[src/rtl/disp_scan_ctrl.sv]
// rtl/disp_scan_ctrl.sv - 4-digit 7-segment scan controller with frame-synchronous double buffer
//
// Scans four digits in turn. Each digit is lit for DIV clocks, followed by GAP
// clocks with every anode off so the previous digit does not ghost into the
// next. A new hex value captured by LOAD sits in a shadow buffer and is only
// copied into the displayed (active) buffer at the start of a frame, so a frame
// never shows a mix of old and new digits.
//
// Ports:
//   CLK      in   1   system clock, rising edge
//   RST      in   1   asynchronous active-high reset
//   EN       in   1   scan enable, 0 = display dark
//   LOAD     in   1   one-cycle strobe capturing DATA_IN/DP_IN
//   DATA_IN  in  16   four hex nibbles, [3:0] = digit 0 (rightmost)
//   DP_IN    in   4   decimal points, active high, bit i = digit i
//   BLANK_LZ in   1   blank leading zero digits (digit 0 is never blanked)
//   SEL      out  2   current digit index for the 2:4 decoder
//   ANODES   out  4   active-low anode enables
//   SEGS     out  8   active-low {dp,g,f,e,d,c,b,a}
//   FRAME    out  1   one-cycle pulse when the active buffer is updated

module disp_scan_ctrl #(
  parameter int DIV = 50000,
  parameter int GAP = 16
) (
  input  logic        CLK,
  input  logic        RST,
  input  logic        EN,
  input  logic        LOAD,
  input  logic [15:0] DATA_IN,
  input  logic [3:0]  DP_IN,
  input  logic        BLANK_LZ,
  output logic [1:0]  SEL,
  output logic [3:0]  ANODES,
  output logic [7:0]  SEGS,
  output logic        FRAME
);

  localparam int MAXV = (DIV > GAP) ? ((DIV > 2) ? DIV : 2) : ((GAP > 2) ? GAP : 2);
  localparam int CW   = $clog2(MAXV);

  localparam logic [CW-1:0] DIV_LAST = CW'(DIV - 1);
  localparam logic [CW-1:0] GAP_LAST = CW'((GAP > 0) ? GAP - 1 : 0);

  localparam logic [1:0] S_OFF = 2'd0;
  localparam logic [1:0] S_ON  = 2'd1;
  localparam logic [1:0] S_GAP = 2'd2;

  logic [1:0]    st, st_n;
  logic [1:0]    sel_n;
  logic [CW-1:0] cnt, cnt_n;
  logic          boundary;

  logic [15:0]   shadow, active;
  logic [3:0]    shadow_dp, active_dp;
  logic          pending;

  logic [3:0]    nib;
  logic          lz_dark;

  // Segment pattern {g,f,e,d,c,b,a}, active low.
  function automatic logic [6:0] hex7(input logic [3:0] v);
    case (v)
      4'h0: hex7 = 7'h40;
      4'h1: hex7 = 7'h79;
      4'h2: hex7 = 7'h24;
      4'h3: hex7 = 7'h30;
      4'h4: hex7 = 7'h19;
      4'h5: hex7 = 7'h12;
      4'h6: hex7 = 7'h02;
      4'h7: hex7 = 7'h78;
      4'h8: hex7 = 7'h00;
      4'h9: hex7 = 7'h10;
      4'hA: hex7 = 7'h08;
      4'hB: hex7 = 7'h03;
      4'hC: hex7 = 7'h46;
      4'hD: hex7 = 7'h21;
      4'hE: hex7 = 7'h06;
      default: hex7 = 7'h0E;
    endcase
  endfunction

  // Scan sequencing. boundary marks the edge that starts a new frame: entry
  // from OFF, or SEL wrapping from digit 3 back to digit 0.
  always_comb begin
    st_n     = st;
    sel_n    = SEL;
    cnt_n    = cnt;
    boundary = 1'b0;
    if (!EN) begin
      st_n  = S_OFF;
      sel_n = 2'd0;
      cnt_n = '0;
    end else begin
      case (st)
        S_OFF: begin
          st_n     = S_ON;
          sel_n    = 2'd0;
          cnt_n    = '0;
          boundary = 1'b1;
        end
        S_ON: begin
          if (cnt == DIV_LAST) begin
            cnt_n = '0;
            if (GAP > 0) begin
              st_n = S_GAP;
            end else begin
              sel_n    = SEL + 2'd1;
              boundary = (SEL == 2'd3);
            end
          end else begin
            cnt_n = cnt + 1'b1;
          end
        end
        S_GAP: begin
          if (cnt == GAP_LAST) begin
            cnt_n    = '0;
            st_n     = S_ON;
            sel_n    = SEL + 2'd1;
            boundary = (SEL == 2'd3);
          end else begin
            cnt_n = cnt + 1'b1;
          end
        end
        default: begin
          st_n  = S_OFF;
          sel_n = 2'd0;
          cnt_n = '0;
        end
      endcase
    end
  end

  // Nibble of the digit being scanned, and whether it is a blanked leading
  // zero (it and every digit to its left are zero with no decimal point).
  always_comb begin
    nib     = active[3:0];
    lz_dark = 1'b0;
    case (SEL)
      2'd0: nib = active[3:0];
      2'd1: begin
        nib     = active[7:4];
        lz_dark = (active[15:4] == 12'h0) && (active_dp[3:1] == 3'b0);
      end
      2'd2: begin
        nib     = active[11:8];
        lz_dark = (active[15:8] == 8'h0) && (active_dp[3:2] == 2'b0);
      end
      default: begin
        nib     = active[15:12];
        lz_dark = (active[15:12] == 4'h0) && !active_dp[3];
      end
    endcase
  end

  always_ff @(posedge CLK or posedge RST) begin
    if (RST) begin
      st  <= S_OFF;
      SEL <= 2'd0;
      cnt <= '0;
    end else begin
      st  <= st_n;
      SEL <= sel_n;
      cnt <= cnt_n;
    end
  end

  // Outputs follow the scan state one cycle later; dropping EN darkens them
  // on the very next edge rather than after the lag.
  always_ff @(posedge CLK or posedge RST) begin
    if (RST) begin
      ANODES <= 4'hF;
      SEGS   <= 8'hFF;
    end else if (!EN || st != S_ON || (BLANK_LZ && lz_dark)) begin
      ANODES <= 4'hF;
      SEGS   <= 8'hFF;
    end else begin
      ANODES <= ~(4'b0001 << SEL);
      SEGS   <= {~active_dp[SEL], hex7(nib)};
    end
  end

  // Double buffer. A LOAD coinciding with a frame boundary bypasses the
  // shadow and goes straight to the active buffer.
  always_ff @(posedge CLK or posedge RST) begin
    if (RST) begin
      shadow    <= 16'h0;
      shadow_dp <= 4'h0;
      active    <= 16'h0;
      active_dp <= 4'h0;
      pending   <= 1'b0;
      FRAME     <= 1'b0;
    end else if (boundary) begin
      FRAME   <= LOAD || pending;
      pending <= 1'b0;
      if (LOAD) begin
        active    <= DATA_IN;
        active_dp <= DP_IN;
      end else if (pending) begin
        active    <= shadow;
        active_dp <= shadow_dp;
      end
    end else begin
      FRAME <= 1'b0;
      if (LOAD) begin
        shadow    <= DATA_IN;
        shadow_dp <= DP_IN;
        pending   <= 1'b1;
      end
    end
  end

endmodule

[config.mk]
export PLATFORM = sky130hd
export DESIGN_NAME = disp_scan_ctrl
export DESIGN_NICKNAME = d
export VERILOG_FILES = /design/src/rtl/disp_scan_ctrl.sv
export SDC_FILE = /design/constraint.sdc
export NUM_CORES = 1
export LEC_CHECK = 0
export ABC_AREA = 1
export CAP_MARGIN = 15
export CORE_UTILIZATION = 57
export DETAILED_ROUTE_END_ITERATION = 6
export HOLD_SLACK_MARGIN = 0.12
export PLACE_DENSITY = 0.88
export SLEW_MARGIN = 20
export SYNTH_ARGS = -nofsm -noshare
export SYNTH_HDL_FRONTEND = slang
export SYNTH_SLANG_ARGS = --single-unit
[constraint.sdc]
create_clock -name CLK -period 2.75 [get_ports CLK]
set_clock_uncertainty 0.2 [all_clocks]
set_input_delay 0.275 -clock CLK [delete_from_list [all_inputs] [get_ports CLK]]
set_output_delay 0.275 -clock CLK [all_outputs]
set_load 0.03 [all_outputs]
==> metrics.log, run 1 <==
INFO  metric status = complete, no violations
INFO  metric mappedNetlistArea = slightly below 4000 µm²
INFO  metric max_freq = approximately 420 MHz
INFO  metric worstSetupEndpointType = register
INFO  metric post_synth_most_frequent_cells = sky130_fd_sc_hd__nand2_1, sky130_fd_sc_hd__dfrtp_1, sky130_fd_sc_hd__nor2_1
INFO  metric chipWidth = 85.45 µm
INFO  metric synth_edf_count = 0
INFO  metric post_cts_resize_count = 0
INFO  metric drt_pre_antenna_iters = 4
INFO  metric finalSetupViolations = 0
INFO  metric cp_num_buf_inv = 2
INFO  metric timing.critical_path.depth = 12
INFO  metric htree_num_levels = 3
INFO  metric dp.final_hpwl = between 5000 and 6000 µm
INFO  metric max_cap_viol_count = 0
INFO  metric crit_path_max_delay_family = adder cells
INFO  metric final_period_minus_worst_setup_slack = 2.378 ns
INFO  metric multiInputGateArea = ~1900 µm²
INFO  metric setup_slack = approximately 0.37 ns
INFO  metric power_density_relative_to_cell_area = approximately 800 nW/µm²
INFO  metric timing.rr.start = SEL[0]$_DFFE_PP0P_
INFO  metric slowest_delay = between 0.4 and 0.5 ns
INFO  metric initial_utilization = 0.5874
INFO  metric slew-limit-headroom = 0.6634
INFO  metric track_usage = 0.2383
INFO  metric sequential_to_total_area_share_from_yosys_stat = 0.4704
INFO  metric floorplan.core_area = slightly below 7000 µm²
INFO  metric vias = roughly 3400
INFO  metric die-area = around 7300 µm²
INFO  metric ys_ff_latch = 74
INFO  metric timing.reg2reg.setup_slack = 0.37 ns
INFO  metric layout_filler_cell_count = approximately 560
INFO  metric grt_start_max_net_pins = 48
INFO  metric drt.antenna.violating_nets = 0
INFO  metric crit_path_cell_trace = inv_1 -> ha_1 -> nand2_1 -> nand2_1 -> o21ai_1 -> ha_1 -> inv_1 -> nand2_1 -> nand2_1 -> nor2_1 -> nor2_1 -> nand2_1
INFO  metric syn-num-nets = between 500 and 600
INFO  metric crit_start = SEL[0]$_DFFE_PP0P_
INFO  metric syn-instance-count = between 500 and 600
INFO  metric pre_cts_slack = approximately 0.43 ns
INFO  metric cts-root-to-sink-buffers = 2
INFO  metric crit_required = approximately 2.9 ns
INFO  metric final.setup.tns = 0 ns
INFO  metric area_growth_syn_to_layout = 16.49%
INFO  metric grt_first_pass_wirelength = between 10000 and 15000 µm
INFO  metric grt_setup_unrepaired = false
INFO  metric rr_endpoint = SEGS[0]$_DFF_PP1_
INFO  metric postSynth.asyncResetShare = 1.000
INFO  metric antenna_violations_before_repair = 0
INFO  metric hold_slack = approximately 0.27 ns
INFO  metric final_core_utilization = 0.6843
INFO  metric ys.flop_type = sky130_fd_sc_hd__dfrtp_1
INFO  metric remaining_drc_errors = 0
INFO  metric drive_above_1_share = 0.08750
INFO  metric stdcell_area = 4623 µm²
INFO  metric detailed_route_wire_length_per_cell = between 10 and 15 µm
INFO  metric globalRouteOverflowTotal = 0
INFO  metric static-leakage-power = around 0.0023 µW
INFO  metric floorplan.die.height = approximately 85 µm
INFO  metric drt-initial-drc-count = around 230
INFO  metric rr_worst_depth = 12
INFO  metric io-pin-count = 40
INFO  metric path_common_cell = sky130_fd_sc_hd__nand2_1
INFO  metric post_synth.cell_area_avg = 7.691 µm²
INFO  metric place.gp.congestion = 0.8946
INFO  metric worstPathArrival = around 2.5 ns
INFO  metric layout.area.seq = around 1900 µm²
INFO  metric synth.top_cells.by_area = sky130_fd_sc_hd__dfrtp_1, sky130_fd_sc_hd__nand2_1, sky130_fd_sc_hd__dfstp_2, sky130_fd_sc_hd__nand3_1, sky130_fd_sc_hd__ha_1
INFO  metric synth_top_area_share = 0.3909
INFO  metric timing.final.crit_share = 0.8648
INFO  metric postRouteWirelength = roughly 8000 µm
INFO  metric setup.worst_path.end = SEGS[0]$_DFF_PP1_
INFO  metric clk_root_buffer_cell = sky130_fd_sc_hd__clkbuf_8
INFO  metric dpl-instance-area = about 4400 µm²
INFO  metric final_nets = between 500 and 600
INFO  metric tightest_slew = ~0.50 ns
INFO  metric cpMaxStageDelayCell = sky130_fd_sc_hd__dfrtp_1
INFO  metric cts_inserted_buffers = 9
INFO  metric slew_viol_final = 0
INFO  metric cts_num_sinks = 74
INFO  metric clkTransAtPathRegs = around 0.080 ns
INFO  metric antenna-diode-count = 0
INFO  metric clk-insertion-delay-late = between 0.3 and 0.4 ns
INFO  metric cts_tree = done
INFO  metric rows = 30
INFO  metric yosysWarnings = 0
INFO  metric worstHoldPathType = reg2reg
INFO  metric yosysMostFrequentCell = sky130_fd_sc_hd__nand2_1
INFO  metric io_buffer_count = 39
INFO  metric report.final.hold_viol_count = 0
INFO  metric number_of_buffers_added_for_setup_after_cts = 0
INFO  metric start_kind = register
INFO  metric peakVddDrop = about 0.37 mV
INFO  metric per_cell_via_count_in_the_routed_design = roughly 5.3
INFO  metric largest_fanout_of_any_net_on_the_critical_path = 7
INFO  metric worstSetupPathType = reg2reg
INFO  metric yosys.cell_types.count = 30
INFO  metric grt_pass1_vias = ~3100
INFO  metric post-synth-top-area-cell = sky130_fd_sc_hd__dfrtp_1
==> where the power goes <==
group	total, µW	switching [µW]	internal, µW	leakage, µW
Combinational	1310	838	469	0.00131
Sequential	1590	189	1400	0.000927
Clock	815	399	416	0.0000893
==> worst min path at each step <==
stage	to	slack, ns	depth (start not counted)	start
6_report	cnt[0]$_DFF_PP0_	0.27	1	cnt[0]$_DFF_PP0_
4_1_cts	cnt[0]$_DFF_PP0_	0.27	1	cnt[0]$_DFF_PP0_
5_1_grt	cnt[0]$_DFF_PP0_	0.29	1	cnt[0]$_DFF_PP0_
3_3_place_gp	cnt[0]$_DFF_PP0_	0.24	1	cnt[0]$_DFF_PP0_
2_1_floorplan	shadow[10]$_DFFE_PP0P_	0.22	2	DATA_IN[10]
3_5_place_dp	shadow[14]$_DFFE_PP0P_	0.26	2	shadow[14]$_DFFE_PP0P_
==> per-stage QoR <==
stage          std cells  total power (µW)
2_1_floorplan        516              2562
6_report             640              3710
3_5_place_dp         623              2904
4_1_cts              640              3727
3_3_place_gp         623              2841
5_1_grt              640              3981
==> logic make-up (layout without fill, tap and decap cells) <==
group                    after synthesis  after routing  synth area share
buffers and inverters                 50             94           0.05675
AND/OR/NAND/NOR                      346            346            0.3692
adder cells (fa/ha/maj)               15             15           0.04729
flip-flops                            74             74            0.4704
AO/OA/AOI/OAI                         17             17           0.02554
XOR/XNOR                              14             14           0.03090
==> sequential cells by signal, summed over array words and instances (netlist names) <==
register   count
active        16
cnt           16
shadow        16
SEGS           8
ANODES         4
active_dp      4
shadow_dp      4
SEL            2
st             2
FRAME          1
pending        1
==> routing by layer <==
| metal | track usage | share of wire | up-vias |
|---|---|---|---|
| met2 | 0.3818 | 0.47 | 101 |
| met3 | 0.03210 | 0.043 | 22 |
| li1 | - | - | 1711 |
| met1 | 0.3185 | 0.46 | 1576 |
| met5 | 0 | 0 | - |
| met4 | 0.1212 | 0.029 | 0 |
==> cell type report <==
class | instances | area share
multi-input combinational | 392 | 0.4060
clock buffer | 11 | 0.02842
inverter | 28 | 0.02273
sequential | 74 | 0.4038
tap | 80 | 0.02165
timing repair buffer | 50 | 0.1055
clock inverter | 5 | 0.01191
==> cell usage in the layout, fill, tap and decap left out, drive strengths merged, types with 2 or more instances in the layout <==
cell type / netlist / final
a21oi: 4 / 4
buf: 13 / 10
clkbuf: 9 / 11
clkdlybuf4s50: 0 / 39
clkinv: 0 / 2
clkinvlp: 0 / 2
dfrtp: 62 / 62
dfstp: 12 / 12
ha: 15 / 15
inv: 28 / 28
nand2: 221 / 221
nand3: 44 / 44
nand4: 23 / 23
nor2: 51 / 51
nor3: 3 / 3
o21ai: 11 / 11
xnor2: 2 / 2
xor2: 12 / 12
==> repair_timing <==
action,4_1_cts,5_1_grt
endpoints found under the setup margin,0,0
hold endpoints to repair,10,0
hold buffers,1,0
(Power assumes the default switching activity.)
==> inputs of run 2 (changes only) <==
--- a/config.mk
+++ b/config.mk
@@ -5,7 +5,6 @@
 export SDC_FILE = /design/constraint.sdc
 export NUM_CORES = 1
 export LEC_CHECK = 0
-export ABC_AREA = 1
 export CAP_MARGIN = 15
 export CORE_UTILIZATION = 57
 export DETAILED_ROUTE_END_ITERATION = 6
==> run 2 against run 1 <==
Compared with the run above: final cell count is 30% lower; maximum frequency decreased by 7.8%; final area down 2.1%; critical path depth is 3 lower; first-iteration DRC count decreased by 44%; clock power rose by 28%; setup slack worse by 0.20 ns; non-clock buffer count fell by 3; via count decreased by 25%; power is 14% higher; worst hold slack lost 0.15 ns; critical endpoint is now SEGS[3]$_DFF_PP1_.
==> metrics.log, run 2 <==
INFO  metric postSynth.asyncResetShare = 1.000 (unchanged)
INFO  metric synth_edf_count = 0 (unchanged)
INFO  metric hold_slack = 0.1199 ns (was 0.2661 ns)
INFO  metric detailed_route_wire_length_per_cell = 16.22 µm (was 12.45 µm)
INFO  metric max_freq = 387.6 MHz (was 420.5 MHz)
INFO  metric mappedNetlistArea = 3766 µm² (was 3969 µm²)
INFO  metric drt.antenna.violating_nets = 0 (unchanged)
INFO  metric floorplan.die.height = 83.29 µm (was 85.45 µm)
INFO  metric clk-insertion-delay-late = 0.36 ns (about the same)
INFO  metric dpl-instance-area = 4249 µm² (was 4427 µm²)
INFO  metric floorplan.core_area = 6350 µm² (was 6756 µm²)
INFO  metric io_buffer_count = 39 (unchanged)
INFO  metric max_cap_viol_count = 0 (unchanged)
INFO  metric cts-root-to-sink-buffers = 2 (unchanged)
INFO  metric worstSetupEndpointType = register (unchanged)
INFO  metric finalSetupViolations = 0 (unchanged)
INFO  metric post_synth.cell_area_avg = 11.70 µm² (was 7.691 µm²)
INFO  metric yosys.area_share.adder = 0.04983 (was 0.04729)
INFO  metric tightest_slew = 0.6822 ns (was 0.5016 ns)
INFO  metric io-pin-count = 40 (unchanged)
INFO  metric layout.area.seq = 1868 µm² (was 1867 µm²)
INFO  metric post-layout-total-power = 4219 µW (was 3710 µW)
INFO  metric worstPathArrival = 2.65 ns (was 2.48 ns)
INFO  metric per_cell_via_count_in_the_routed_design = 5.709 (was 5.328)
INFO  metric crit_path_cell_trace = inv_1 -> ha_1 -> a222oi_1 -> mux2i_2 -> inv_1 -> ha_1 -> nor2_1 -> a211oi_1 -> o21ai_0 (was inv_1 -> ha_1 -> nand2_1 -> nand2_1 -> o21ai_1 -> ha_1 -> inv_1 -> nand2_1 -> nand2_1 -> nor2_1 -> nor2_1 -> nand2_1)
INFO  metric xor_and_xnor_area_share_after_synthesis = 0.03256 (was 0.03090)
INFO  metric synth_top_family_by_area = multiplexers (was simple AND/OR/NAND/NOR gates)
INFO  metric initial_utilization = 0.5931 (was 0.5874)
INFO  metric final_core_utilization = 0.7129 (was 0.6843)
INFO  metric cts_tree = done (unchanged)
INFO  metric yosys.cell_types.count = 55 (was 30)
INFO  metric cts_inserted_buffers = 9 (unchanged)
INFO  metric synthMuxAreaShare = 0.1625 (was 0)
INFO  metric yosysWarnings = 0 (unchanged)
INFO  metric ys_ff_latch = 74 (unchanged)
INFO  metric chipWidth = 83.29 µm (was 85.45 µm)
INFO  metric cpMaxStageDelayCell = sky130_fd_sc_hd__dfrtp_1 (unchanged)
INFO  metric ys.flop_type = sky130_fd_sc_hd__dfrtp_1 (unchanged)
INFO  metric slowest_delay = 0.51 ns (was 0.48 ns)
INFO  metric synth-simple-area-share = 0.1179 (was 0.3692)
INFO  metric vias = 2569 (was 3410)
INFO  metric synth_compound_gate_area_share = 0.09568 (was 0.02554)
INFO  metric stdcell_area = 4527 µm² (was 4623 µm²)
INFO  metric timing.final.crit_share = 0.9381 (was 0.8648)
INFO  metric grt_start_max_net_pins = 75 (was 48)
INFO  metric layout_filler_cell_count = 431 (was 559)
INFO  metric grt_first_pass_wirelength = 12430 µm (was 13840 µm)
INFO  metric synth.top_cells.by_area = sky130_fd_sc_hd__dfrtp_1, sky130_fd_sc_hd__dfstp_2, sky130_fd_sc_hd__mux2_4, sky130_fd_sc_hd__mux2_2, sky130_fd_sc_hd__ha_1 (was sky130_fd_sc_hd__dfrtp_1, sky130_fd_sc_hd__nand2_1, sky130_fd_sc_hd__dfstp_2, sky130_fd_sc_hd__nand3_1, sky130_fd_sc_hd__ha_1)
INFO  metric crit_required = 2.82 ns (was 2.85 ns)
INFO  metric synth_top_area_share = 0.4120 (was 0.3909)
INFO  metric post-synth-top-area-cell = sky130_fd_sc_hd__dfrtp_1 (unchanged)
INFO  metric power_density_relative_to_cell_area = 932.1 nW/µm² (was 802.4 nW/µm²)
INFO  metric postRouteWirelength = 7299 µm (was 7967 µm)
INFO  metric dp.final_hpwl = 5121 µm (was 5714 µm)
INFO  metric place.gp.congestion = 0.8388 (was 0.8946)
INFO  metric final_common_cell = sky130_fd_sc_hd__dfrtp_1 (was sky130_fd_sc_hd__nand2_1)
INFO  metric ctsHoldBuffers = 0 (was 1)
INFO  metric remaining_drc_errors = 0 (unchanged)
INFO  metric antenna_violations_before_repair = 0 (unchanged)
INFO  metric post_synth_most_frequent_cells = sky130_fd_sc_hd__dfrtp_1, sky130_fd_sc_hd__nand2_1, sky130_fd_sc_hd__inv_1 (was sky130_fd_sc_hd__nand2_1, sky130_fd_sc_hd__dfrtp_1, sky130_fd_sc_hd__nor2_1)
INFO  metric clk_root_buffer_cell = sky130_fd_sc_hd__clkbuf_8 (unchanged)
INFO  metric worstHoldPathType = in2async (was reg2reg)
INFO  metric slew_viol_final = 0 (unchanged)
INFO  metric layout_common_cells = sky130_fd_sc_hd__dfrtp_1, sky130_fd_sc_hd__clkdlybuf4s50_1, sky130_fd_sc_hd__nand2_1 (was sky130_fd_sc_hd__nand2_1, sky130_fd_sc_hd__dfrtp_1, sky130_fd_sc_hd__nor2_1)
INFO  metric drive_above_1_share = 0.2359 (was 0.08750)
INFO  metric status = complete, no violations (unchanged)
INFO  metric clkTransAtPathRegs = 0.08 ns (about the same)
INFO  metric final_nets = 408 (was 595)
INFO  metric static-leakage-power = 0.001956 µW (was 0.002328 µW)
INFO  metric peakVddDrop = 0.8694 mV (was 0.3749 mV)
INFO  metric globalRouteOverflowTotal = 0 (unchanged)
INFO  metric start_kind = register (unchanged)
INFO  metric report.final.hold_viol_count = 0 (unchanged)
INFO  metric drt-initial-drc-count = 126 (was 225)
INFO  metric final.setup.tns = 0 ns (unchanged)
INFO  metric top_regs = active (16), cnt (16), shadow (16) (unchanged)
INFO  metric worstSetupPathType = reg2reg (unchanged)
INFO  metric multiInputGateArea = 1740 µm² (was 1877 µm²)
INFO  metric rows = 29 (was 30)
INFO  metric htree_num_levels = 3 (unchanged)
INFO  metric area_growth_syn_to_layout = 20.20% (was 16.49%)
INFO  metric drt_pre_antenna_iters = 4 (unchanged)
INFO  metric syn-num-nets = 362 (was 556)
INFO  metric antenna-diode-count = 0 (unchanged)
INFO  metric die-area = 6936 µm² (was 7301 µm²)
INFO  metric grt_pass1_vias = 2618 (was 3120)
INFO  metric largest_fanout_of_any_net_on_the_critical_path = 7 (unchanged)
INFO  metric final_period_minus_worst_setup_slack = 2.580 ns (was 2.378 ns)
INFO  metric cts_num_sinks = 74 (unchanged)
INFO  metric syn-instance-count = 322 (was 516)
INFO  metric yosysMostFrequentCell = sky130_fd_sc_hd__dfrtp_1 (was sky130_fd_sc_hd__nand2_1)
INFO  metric sequential_to_total_area_share_from_yosys_stat = 0.4957 (was 0.4704)
INFO  metric timing.reg2reg.setup_slack = 0.17 ns (was 0.37 ns)
INFO  metric track_usage = 0.2270 (was 0.2383)
INFO  metric slew-limit-headroom = 0.5362 (was 0.6634)
run 2: cell count changes after synthesis, moves of 19 or more:
cell | previous run | this run
sky130_fd_sc_hd__mux2_2 | 0 | 19
sky130_fd_sc_hd__nor2_1 | 50 | 20
sky130_fd_sc_hd__nand3_1 | 40 | 8
sky130_fd_sc_hd__nand2_1 | 217 | 27
sky130_fd_sc_hd__nand4_1 | 23 | 3
run 2: what timing repair did:
item | 4_1_cts | 5_1_grt
hold endpoints to repair | 0 | 0
setup endpoints to repair | 0 | 7
setup buffers | 0 | 2
resized for setup | 0 | 5
run 2: critical path: cells and delay by family, from the launching register on:
| kind | cells | cell delay (ns) |
|---|---|---|
| simple gates | 1 | 0.13 |
| compound gates | 3 | 0.69 |
| buf+inv | 2 | 0.25 |
| mux | 1 | 0.20 |
| fa+ha+maj | 2 | 0.52 |
| flops | 1 | 0.51 |
run 2: final timing paths:
kind | to | start | cells past startpoint
worst max-delay path | SEGS[3]$_DFF_PP1_ | SEL[1]$_DFFE_PP0P_ | 9
worst min-delay path | cnt[8]$_DFF_PP0_ | RST | 3
worst max register to register | SEGS[3]$_DFF_PP1_ | SEL[1]$_DFFE_PP0P_ | 9
worst min register to register | shadow[1]$_DFFE_PP0P_ | shadow[1]$_DFFE_PP0P_ | 1
max in group asynchronous | SEGS[7]$_DFF_PP1_ | RST | 3
min in group CLK | shadow[1]$_DFFE_PP0P_ | shadow[1]$_DFFE_PP0P_ | 1
run 2: routing by layer:
metal,vias to the layer above,part of all wire,track usage
met5,-,0,0
met2,51,0.52,0.3852
met1,1275,0.44,0.2837
met4,0,0.013,0.06897
met3,11,0.034,0.06064
li1,1232,-,-
run 2: final cells by class:
| class | count | area share |
|---|---|---|
| clock buffer | 9 | 0.02736 |
| clock inverter | 7 | 0.02736 |
| inverter | 23 | 0.01907 |
| multi-input combinational | 213 | 0.3845 |
| sequential | 74 | 0.4127 |
| tap | 77 | 0.02128 |
| timing repair buffer | 47 | 0.1078 |
run 2: kinds of logic after synthesis:
family                     after synthesis
DFF                                     74
buffers and inverters                   35
xor gates and xnor gates                14
AOI/OAI and AO/OA                       48
muxes                                   50
and+or+nand+nor                         86
adders and majority gates               15
run 2: power breakdown:
part | total (µW) | leakage [µW] | internal [µW] | switching, µW
logic | 1510 | 0.000931 | 762 | 749
clock network | 1040 | 0.000120 | 610 | 426
registers | 1670 | 0.000905 | 1460 | 215
run 2: through the flow:
stage | setup WS (ns) | cells
final | 0.1703 | 450
after global routing | -0.003935 | 450
after CTS | 0.05508 | 448
after detailed placement | 0.1342 | 432
after global placement | 0.2675 | 432
after floorplan | 0.2749 | 322
